==> src/rtl/ascon_finalize.sv <==
// ASCON-128 finalization: key injection, iterative p12 and tag generation.
// Define ASCON_TAG_VERIFY_EN to add the tag_in compare and the tag_match output.
module ascon_finalize #(
  parameter int unsigned ROUNDS_PER_CYCLE = 1,
  parameter int unsigned KEY_BITS         = 128
) (
  input  logic                clk,
  input  logic                rst,
  input  logic                start,
  input  logic [319:0]        fin_sin,
  input  logic [KEY_BITS-1:0] key,
`ifdef ASCON_TAG_VERIFY_EN
  input  logic [127:0]        tag_in,
  output logic                tag_match,
`endif
  output logic                busy,
  output logic                tag_valid,
  output logic [127:0]        tag_out,
  output logic [319:0]        fin_sout
);

  if (!(ROUNDS_PER_CYCLE == 1 || ROUNDS_PER_CYCLE == 2 || ROUNDS_PER_CYCLE == 3 ||
        ROUNDS_PER_CYCLE == 4 || ROUNDS_PER_CYCLE == 6 || ROUNDS_PER_CYCLE == 12))
  begin : g_bad_rounds
    $error("ROUNDS_PER_CYCLE must be one of 1, 2, 3, 4, 6, 12");
  end
  if (KEY_BITS != 128) begin : g_bad_key
    $error("KEY_BITS must be 128 for ASCON-128");
  end

  localparam logic [3:0] RStep = 4'(ROUNDS_PER_CYCLE);

  typedef enum logic [1:0] {StIdle, StRound, StDone} state_e;

  function automatic logic [63:0] rotr(input logic [63:0] v, input int unsigned n);
    return (v >> n) | (v << (64 - n));
  endfunction

  function automatic logic [319:0] ascon_round(input logic [319:0] s, input logic [3:0] idx);
    logic [63:0] x0, x1, x2, x3, x4;
    logic [63:0] t0, t1, t2, t3, t4;
    {x0, x1, x2, x3, x4} = s;
    // Round constant: high nibble counts down while low nibble counts up.
    x2 = x2 ^ {56'h0, 4'hf - idx, idx};
    x0 = x0 ^ x4;
    x4 = x4 ^ x3;
    x2 = x2 ^ x1;
    t0 = ~x0 & x1;
    t1 = ~x1 & x2;
    t2 = ~x2 & x3;
    t3 = ~x3 & x4;
    t4 = ~x4 & x0;
    x0 = x0 ^ t1;
    x1 = x1 ^ t2;
    x2 = x2 ^ t3;
    x3 = x3 ^ t4;
    x4 = x4 ^ t0;
    x1 = x1 ^ x0;
    x0 = x0 ^ x4;
    x3 = x3 ^ x2;
    x2 = ~x2;
    x0 = x0 ^ rotr(x0, 19) ^ rotr(x0, 28);
    x1 = x1 ^ rotr(x1, 61) ^ rotr(x1, 39);
    x2 = x2 ^ rotr(x2, 1)  ^ rotr(x2, 6);
    x3 = x3 ^ rotr(x3, 10) ^ rotr(x3, 17);
    x4 = x4 ^ rotr(x4, 7)  ^ rotr(x4, 41);
    return {x0, x1, x2, x3, x4};
  endfunction

  state_e              st_q;
  logic [319:0]        state_q;
  logic [3:0]          rc_q;
  logic [KEY_BITS-1:0] key_q;
  logic [319:0]        s_next;
  logic [127:0]        tag_calc;
`ifdef ASCON_TAG_VERIFY_EN
  logic [127:0]        tag_in_q;
`endif

  always_comb begin
    s_next = state_q;
    for (int unsigned k = 0; k < ROUNDS_PER_CYCLE; k++) begin
      s_next = ascon_round(s_next, rc_q + 4'(k));
    end
  end

  assign tag_calc = s_next[127:0] ^ key_q;

  always_ff @(posedge clk or negedge rst) begin
    if (!rst) begin
      st_q      <= StIdle;
      state_q   <= '0;
      rc_q      <= '0;
      key_q     <= '0;
      busy      <= 1'b0;
      tag_valid <= 1'b0;
      tag_out   <= '0;
      fin_sout  <= '0;
`ifdef ASCON_TAG_VERIFY_EN
      tag_in_q  <= '0;
      tag_match <= 1'b0;
`endif
    end else begin
      unique case (st_q)
        StIdle, StDone: begin
          tag_valid <= 1'b0;
          busy      <= start;
          if (start) begin
            state_q <= fin_sin ^ {64'h0, key, 128'h0};
            key_q   <= key;
            rc_q    <= '0;
            st_q    <= StRound;
`ifdef ASCON_TAG_VERIFY_EN
            tag_in_q <= tag_in;
`endif
          end else begin
            st_q <= StIdle;
          end
        end
        StRound: begin
          state_q <= s_next;
          rc_q    <= rc_q + RStep;
          if (rc_q + RStep == 4'd12) begin
            fin_sout  <= s_next;
            tag_valid <= 1'b1;
            busy      <= 1'b0;
            st_q      <= StDone;
`ifdef ASCON_TAG_VERIFY_EN
            // A failed compare never releases the computed tag.
            tag_match <= (tag_in_q == tag_calc);
            tag_out   <= (tag_in_q == tag_calc) ? tag_calc : '0;
`else
            tag_out   <= tag_calc;
`endif
          end
        end
        default: begin
          st_q <= StIdle;
          busy <= 1'b0;
        end
      endcase
    end
  end

endmodule
==> config.mk <==
export PLATFORM = sky130hd
export DESIGN_NAME = ascon_finalize
export DESIGN_NICKNAME = d
export VERILOG_FILES = /design/src/rtl/ascon_finalize.sv
export SDC_FILE = /design/constraint.sdc
export NUM_CORES = 2
export LEC_CHECK = 0
export BUFFER_PORTS_ARGS = -buffer_cell sky130_fd_sc_hd__buf_2
export CAP_MARGIN = 0
export CORE_AREA = 2 2 351 353
export DETAILED_ROUTE_END_ITERATION = 10
export DIE_AREA = 0 0 353 355
export SYNTH_ARGS = -nofsm -noshare
export SYNTH_HDL_FRONTEND = slang
export SYNTH_SLANG_ARGS = --single-unit
export TNS_END_PERCENT = 20
==> constraint.sdc <==
create_clock -name clk -period 3.85 [get_ports clk]
set_input_delay 0.5775 -clock clk [delete_from_list [all_inputs] [get_ports clk]]
set_output_delay 0.5775 -clock clk [all_outputs]
set_load 0.005 [all_outputs]
==> impl_metrics.tcl <==
set metrics [dict create \
    num_vias 43623 \
    core_region_area_um2 121000 \
    path_max_fanout 4 \
    numCtsBuffers 104 \
    firstDrtPassIters 5 \
    placed_area_um2 59600 \
    fillers 11388 \
    finalCriticalPeriod_ns 3.41 \
    syn_inst 5268 \
    synth_seq_cells 904 \
    hold_viol 0 \
    period_share 0.886 \
    multiInputGateArea_um2 27900 \
    finClkSkew_ns 0.0325 \
    path_class "flop to flop" \
    viasPerCell 5.49 \
    start_util 0.431 \
    cts_sinks 904 \
    final_cells 7953 \
    slew_headroom 0.0827 \
    ys_types 40 \
    synthToLayoutAreaGrowth_pct 21.1 \
    yosys_warnings 0 \
    nets 6802 \
    maxCapViolations 0 \
    cp-start-kind "flop" \
    grt_pass1_wl_mm 324 \
    setup_tns_ns 0 \
    syn_area_um2 52300 \
    rsz0062_at_grt "no" \
    post_cts_buffers 0 \
    ioPinCount 901 \
    clockBufferDepth 3 \
    syn_area_per_cell_um2 9.93 \
    placementRows 128 \
    cts_tree "yes" \
    gr-total-overflow 0 \
    finalSetupViolCount 0 \
    antenna_left 0 \
    wire_per_inst_um 29.3 \
    fmax_mhz 293 \
    antenna_found_initial 45 \
    htree_num_levels 3 \
    totalWireLength_mm 233 \
    final_core_utilization 0.522 \
    worstSetupEndpointType "flop" \
    die_w_um 353 \
    io_buffers 900 \
    drive_gt1_frac 0.234 \
    dieArea_um2 125000 \
    cp.required_ns 4.41 \
    clkTransAtPathRegs_ns 0.06 \
    cts-root-buf "clkbuf_16" \
    status "finished clean" \
    clk_latency_ns 0.72 \
    track_usage 0.365 \
    synth_fp_nets 5849 \
    worstHoldPathType "input port to flop" \
    design_area_um2 63300 \
    grt_pass1_vias 42666 \
    drtIter0Drc 4308 \
    yosysSeqAreaShare 0.433 \
    place_congestion 1.04 \
    dp_cells 7739 \
    worst_slew_pin_slew_ns 1.37 \
    grt_max_degree 194 \
    die_height_um 355 \
    worst_ep_arrival_time_ns 3.97 \
    drc 0 \
    dp_hpwl_mm 185 \
    seqCellArea_um2 22600 \
    drv_slew 0 \
]
==> cell families (layout without fill, tap and decap cells) <==
logic type / after synthesis / in the layout / share of synthesized area
xor gates and xnor gates: 1291 / 1291 / 0.265
and+or+nand+nor: 1338 / 1338 / 0.0994
adders and majority gates: 193 / 193 / 0.0440
other: 0 / 24 / 0
AOI/OAI and AO/OA: 1037 / 1037 / 0.111
DFF: 904 / 904 / 0.433
muxes: 59 / 59 / 0.0139
buffers and inverters: 446 / 1482 / 0.0342
==> cell usage after synthesis <==
| master | number | area share |
|---|---|---|
| a211oi_1 | 25 | 0.0036 |
| a21o_1 | 24 | 0.0034 |
| a21oi_1 | 117 | 0.011 |
| a22o_1 | 1 | 0.00017 |
| a22oi_1 | 128 | 0.018 |
| and3_1 | 63 | 0.0075 |
| buf_1 | 12 | 0.00086 |
| buf_12 | 2 | 0.00077 |
| buf_2 | 41 | 0.0039 |
| buf_4 | 2 | 0.00029 |
| buf_6 | 1 | 0.00022 |
| buf_8 | 1 | 0.00029 |
| clkbuf_1 | 195 | 0.014 |
| clkinv_4 | 1 | 0.00017 |
| dfrtp_1 | 904 | 0.43 |
| ha_1 | 130 | 0.031 |
| inv_1 | 182 | 0.013 |
| inv_2 | 9 | 0.00065 |
| maj3_1 | 28 | 0.0054 |
| maj3_2 | 35 | 0.0075 |
| mux2_2 | 27 | 0.0058 |
| mux2_4 | 20 | 0.0057 |
| mux2i_1 | 12 | 0.0023 |
| nand2_1 | 1146 | 0.082 |
| nand2b_1 | 2 | 0.00024 |
| nand3_1 | 2 | 0.00019 |
| nor2_1 | 121 | 0.0087 |
| nor2b_1 | 2 | 0.00024 |
| nor3b_1 | 1 | 0.00014 |
| o211ai_1 | 73 | 0.010 |
| o21ai_0 | 579 | 0.055 |
| o21ai_1 | 90 | 0.0086 |
| or3_1 | 1 | 0.00012 |
| xnor2_1 | 756 | 0.13 |
| xnor2_2 | 83 | 0.026 |
| xnor3_1 | 101 | 0.044 |
| xor2_1 | 310 | 0.052 |
| xor2_2 | 14 | 0.0044 |
| xor3_1 | 25 | 0.011 |
| xor3_2 | 2 | 0.00096 |
==> layout make-up <==
cell class | count | area share
clock inverters | 49 | 0.0109
well taps | 1625 | 0.0321
repair buffers | 1101 | 0.0993
multi-input cells | 3918 | 0.441
diodes | 24 | 0.000948
flip-flops and latches | 904 | 0.357
clock buffers | 140 | 0.0469
inverters | 192 | 0.0115
==> sequential cells by signal, summed over array words and instances, names as in the netlist <==
register	cells
st_q	2
tag_out	128
fin_sout	320
busy	1
state_q	320
tag_valid	1
rc_q	4
key_q	128
==> worst max-delay path, stage by stage (launching register included) <==
cell and delay, ns:
dfrtp_1 0.41, inv_1 0.08, ha_1 0.28, xnor2_1 0.31, xnor2_1 1.15, xnor3_1 0.73, xor2_1 0.20, o21ai_1 0.08
==> placed cells by master (no fill, tap or decap), types with 35 or more instances in the layout <==
cell | netlist | layout
o21ai_0 | 579 | 578
maj3_2 | 35 | 35
o211ai_1 | 73 | 73
xor2_1 | 310 | 310
buf_4 | 2 | 179
dfrtp_1 | 904 | 904
xnor3_1 | 101 | 101
clkbuf_16 | 0 | 106
o21ai_1 | 90 | 90
nor2_1 | 121 | 120
a21oi_1 | 117 | 117
and3_1 | 63 | 63
a22oi_1 | 128 | 128
ha_1 | 130 | 130
nand2_1 | 1146 | 1146
buf_2 | 41 | 899
xnor2_1 | 756 | 755
xnor2_2 | 83 | 84
inv_1 | 182 | 182
==> what timing repair did <==
| item | in CTS | in global routing |
|---|---|---|
| hold buffers | 1 | 0 |
| gates resized for setup | 0 | 0 |
| endpoints found under the hold margin | 36 | 0 |
==> routing by layer <==
layer | vias up | global-route usage | wire length, um
met5 | - | 0 | 101
met4 | 16 | 0.158 | 11400
met1 | 21923 | 0.479 | 94600
li1 | 19224 | - | -
met2 | 2033 | 0.580 | 107000
met3 | 427 | 0.0817 | 19600
==> per-stage QoR <==
step           hold WS (ns)  worst slack, ns
3_3_place_gp          0.455            0.661
6_report             0.0794            0.440
5_1_grt              0.0821            0.520
3_5_place_dp          0.464            0.635
2_1_floorplan         0.282             1.50
4_1_cts              0.0414            0.602
==> final timing paths <==
path                                             to  cells after the start  slack [ns]                startpoint
max                        tag_out[124]$_DFFE_PN0P_                      7        0.44  state_q[252]$_DFFE_PN0P_
min                           key_q[54]$_DFFE_PN0P_                      3        0.08                   key[54]
max reg2reg                tag_out[124]$_DFFE_PN0P_                      7        0.44  state_q[252]$_DFFE_PN0P_
min reg2reg                fin_sout[34]$_DFFE_PN0P_                      2        0.47  fin_sout[34]$_DFFE_PN0P_
max in group asynchronous   tag_out[44]$_DFFE_PN0P_                      3        2.21                       rst
min in group asynchronous      key_q[0]$_DFFE_PN0P_                      2        0.42                       rst
Power is not shown: default switching activity piles up to over one toggle a cycle in this logic, so the estimate is an artifact.
